`src/rtl/bus_arbiter.sv`:
```
// rtl/bus_arbiter.sv - 4-requester round-robin bus arbiter with per-grant timeout
module bus_arbiter #(
    parameter int unsigned TIMEOUT = 16
) (
    input  logic       clk,
    input  logic       reset,
    input  logic [3:0] req,
    input  logic       done,
    output logic [3:0] grant,
    output logic [1:0] sel,
    output logic       busy,
    output logic       timeout
);

    typedef enum logic {
        IDLE = 1'b0,
        BUSY = 1'b1
    } state_t;

    localparam logic [7:0] CNT_LAST = 8'(TIMEOUT - 1);

    state_t     state_q, state_n;
    logic [3:0] grant_q, grant_n;
    logic [1:0] sel_q, sel_n;
    logic [1:0] last_q, last_n;
    logic [7:0] cnt_q, cnt_n;
    logic       timeout_q, timeout_n;

    logic [3:0] req_m;
    logic [1:0] win;
    logic [1:0] idx;
    logic       found;
    logic       expire;
    logic       release_c;

    // State register: every output is taken straight from a flop, so req/done never reach a port combinationally
    always_ff @(posedge clk or posedge reset) begin
        if (reset) begin
            state_q   <= IDLE;
            grant_q   <= 4'b0000;
            sel_q     <= 2'd0;
            last_q    <= 2'd3;
            cnt_q     <= 8'd0;
            timeout_q <= 1'b0;
        end else begin
            state_q   <= state_n;
            grant_q   <= grant_n;
            sel_q     <= sel_n;
            last_q    <= last_n;
            cnt_q     <= cnt_n;
            timeout_q <= timeout_n;
        end
    end

    // Round-robin search starting after the last winner; the releasing owner is masked so it cannot win twice in a row
    always_comb begin
        req_m = req;
        if (state_q == BUSY) begin
            req_m = req & ~grant_q;
        end
        found = 1'b0;
        win   = last_q;
        idx   = 2'd0;
        for (int i = 1; i <= 4; i++) begin
            idx = last_q + 2'(i);
            if (!found && req_m[idx]) begin
                found = 1'b1;
                win   = idx;
            end
        end
    end

    // Next-state logic: grant on request, hold while busy, release on done / abort / expiry
    always_comb begin
        state_n   = state_q;
        grant_n   = grant_q;
        sel_n     = sel_q;
        last_n    = last_q;
        cnt_n     = cnt_q;
        timeout_n = 1'b0;
        expire    = (state_q == BUSY) && (cnt_q == CNT_LAST);
        release_c = done || !req[sel_q] || expire;
        case (state_q)
            IDLE: begin
                if (found) begin
                    state_n = BUSY;
                    grant_n = 4'b0001 << win;
                    sel_n   = win;
                    last_n  = win;
                    cnt_n   = 8'd0;
                end
            end
            BUSY: begin
                if (release_c) begin
                    // a pulse only when the owner was still asking and done did not arrive in time
                    timeout_n = expire && !done && req[sel_q];
                    if (found) begin
                        grant_n = 4'b0001 << win;
                        sel_n   = win;
                        last_n  = win;
                        cnt_n   = 8'd0;
                    end else begin
                        state_n = IDLE;
                        grant_n = 4'b0000;
                        sel_n   = 2'd0;
                        cnt_n   = 8'd0;
                    end
                end else begin
                    cnt_n = cnt_q + 8'd1;
                end
            end
            default: begin
                state_n = IDLE;
                grant_n = 4'b0000;
                sel_n   = 2'd0;
                cnt_n   = 8'd0;
            end
        endcase
    end

    // Output decode from registered state only
    always_comb begin
        grant   = grant_q;
        sel     = sel_q;
        busy    = |grant_q;
        timeout = timeout_q;
    end

endmodule

```
`config.mk`:
```
export PLATFORM = sky130hd
export DESIGN_NAME = bus_arbiter
export DESIGN_NICKNAME = d
export VERILOG_FILES = /design/src/rtl/bus_arbiter.sv
export SDC_FILE = /design/constraint.sdc
export NUM_CORES = 1
export LEC_CHECK = 0
export ABC_CLOCK_PERIOD_IN_PS = 1800
export BUFFER_PORTS_ARGS = -buffer_cell sky130_fd_sc_hd__buf_2
export CORE_MARGIN = 3
export CORE_UTILIZATION = 40
export CTS_CLUSTER_DIAMETER = 150
export DETAILED_ROUTE_END_ITERATION = 10
export GPL_ROUTABILITY_DRIVEN = 0
export SYNTH_ARGS = -nofsm -noshare
export SYNTH_HDL_FRONTEND = slang
export SYNTH_SLANG_ARGS = --single-unit
```
`constraint.sdc`:
```
create_clock -name clk -period 1.8 [get_ports clk]
set_input_delay 0.36 -clock clk [delete_from_list [all_inputs] [get_ports clk]]
set_output_delay 0.36 -clock clk [all_outputs]
set_load 0.05 [all_outputs]
```
==> results.ini <==
[power]
peakVddDrop_mv = 0.966
power.density_nw_per_um2 = 1520
leakage_nw = 0.586

[detailed_routing]
drc = 0
dr.first_iter.drc_count = 19
ant_nets = 0
wl_mm = 2.46
routed_via_density = 5.67
dr_total_vias = 930
wire_per_inst_um = 15.0
dr.pass1.iters = 4

[synthesis]
synth_area_leader_cell = dfrtp_1
yosysSeqAreaShare_pct = 40.7
synth_most_common_cell = dfrtp_1
synth_area_um2 = 1110
synthMuxAreaShare_pct = 5.39
synth_compound_area_share_pct = 29.6
synth_edf_count = 0
synth_simple_gate_area_share_pct = 17.2
synth_xor_area_share_pct = 0
synth-main-ff-cell = dfrtp_1
synthArstFlopShare_pct = 100
avgSynthCellArea_um2 = 10.1
synth_top_family_by_area = compound AO/OA/AOI/OAI gates
synthAdderAreaFrac_pct = 1.12
syn_inst = 110
synth_top_area_share_pct = 36.0
syn-num-nets = 118
synthTopCellsByArea = dfrtp_1, mux2i_1, dfstp_2
ys_warn_count = 0
ys_types = 42
synth_common_cells = dfrtp_1, inv_1, nand3_1
ys_ff_latch = 18

[setup_path]
r2r-end = cnt_q[1]$_DFFE_PP0P_
rr_startpoint = cnt_q[1]$_DFFE_PP0P_
end_kind = flip-flop
cp_max_fo = 8
required_ns = 2.03
r2r_cells = 5
arrival_ns = 1.94
r2r_slack_ns = 0.09
critPathLaunchType = flip-flop
criticalPathCategory = reg2reg

[clock_network]
cts-root-buf = clkbuf_4
clk_latency_ns = 0.29
cts_tree = done
clock_tree.buffer_depth = 2
clkTransAtPathRegs_ns = 0.10
htreeDepth = 1
cts_buffers = 3
cts.sink_count = 18

[timing]
max_slew_margin_pct = 56.2
timing.final.crit_share_pct = 95.2
slew_viol_final = 0
max_clock_freq_mhz = 584
hold_violations = 0
worst_clock_skew_ns = 0.00533
setup_violations = 0
rsz0062_at_grt = no
finalSetupTns_ns = 0
layout_min_cycle_time_ns = 1.71
worst_slew_pin_slew_ns = 0.656
worst_hold_slack_ns = 0.139

[global_route]
grt_max_degree = 19
antenna_found_initial = 0
grt_pass1_wl_mm = 4.04
gr-total-overflow = 0
first_global_vias = 847
grt_use_total_pct = 15.5

[die]
rows = 18
core_um2 = 2570
die_h_um = 58.8
start_util_pct = 43.4
io_pins = 15
die_width_um = 58.8
die_area_um2 = 3450

[placed_design]
numPortBuffers = 14
placed_cell_area_um2 = 1240
dpl.cell_count = 157
dp_hpwl_mm = 1.89

[cells_and_area]
synthToLayoutAreaGrowth_pct = 17.0
nNetsFinal = 143
final_cell_area_um2 = 1300
final_core_util_pct = 50.7
layout.cells.non_filler = 164
drive_gt1_share_pct = 29.9
fill_cells = 244
multiInputGateArea_um2 = 597
diodes = 0
ff_latch_area_um2 = 453

[min_path]
hold_class = in2async

[job]
maxCapViolCount = 0

[outcome]
status = finished, final reports clean

cell families after synthesis:
family / Yosys count
compound gates: 37
fa+ha+maj: 1
buf+inv: 15
flops: 18
mux: 6
simple gates: 33
cell type report:
class                   count  area share [%]
multi-input cells          77            45.8
flip-flops and latches     18            34.8
clock buffers               4            2.79
inverters                  13            3.75
well taps                  30            2.88
repair buffers             22            9.99
repair_timing:
item	in CTS	in global routing
endpoints found under the setup margin	0	10
buffers inserted	0	3
endpoints found under the hold margin	0	0
hold buffers	0	0
gates resized for setup	0	1
critical path, cell delays in order (launching register included):
cell and delay, ns:
dfrtp_1 0.42, ha_1 0.23, and3_1 0.23, a31oi_4 0.32, and2_1 0.27, a22o_1 0.18
how the worst max path moves through the flow:
stage | endpoint | slack, ns | cells past startpoint | startpoint
5_1_grt | last_q[1]$_DFFE_PP1P_ | 0.003 | 5 | cnt_q[1]$_DFFE_PP0P_
6_report | cnt_q[1]$_DFFE_PP0P_ | 0.09 | 5 | cnt_q[1]$_DFFE_PP0P_
4_1_cts | grant[3]$_DFFE_PP0P_ | 0.03 | 5 | cnt_q[0]$_DFFE_PP0P_
2_1_floorplan | grant[0]$_DFFE_PP0P_ | 0.01 | 5 | sel[1]$_DFFE_PP0P_
3_5_place_dp | grant[3]$_DFFE_PP0P_ | 0.05 | 5 | cnt_q[0]$_DFFE_PP0P_
3_3_place_gp | grant[2]$_DFFE_PP0P_ | 0.11 | 5 | cnt_q[0]$_DFFE_PP0P_
per-layer routing:
layer	vias up	share of wire [%]	track usage [%]
met5	-	0	0
met4	0	0.61	2.91
met3	2	4.0	4.61
met2	15	47	22.6
met1	450	49	22.9
li1	463	-	-
report_power, final:
group	internal (mW)	switching [mW]
registers	0.525	0.113
clock network	0.123	0.120
logic	0.412	0.682
sequential cells by signal (all words and copies together) (netlist names):
signal	cells
state_q	1
grant	4
sel	2
cnt_q	8
last_q	2
timeout	1
stage by stage:
stage	worst slack (ns)	power (mW)
final	0.0863	1.97
after global placement	0.108	1.69
after detailed placement	0.0478	1.70
after global routing	0.00290	2.10
after CTS	0.0315	1.96
after floorplan	0.0136	1.45
cell usage in the layout, fill, tap and decap left out, drive strengths merged, types with 3 or more instances in the layout:
cell type / Yosys / layout
nand3: 7 / 7
a21boi: 3 / 3
o32ai: 4 / 4
a22o: 3 / 3
inv: 13 / 13
a31oi: 5 / 5
nand2: 5 / 5
nor2: 6 / 6
clkbuf: 0 / 4
dfrtp: 16 / 16
mux2i: 6 / 6
buf: 2 / 22
o21ai: 3 / 3
o22ai: 5 / 5
Note: power is estimated with default switching activity, not from simulation.
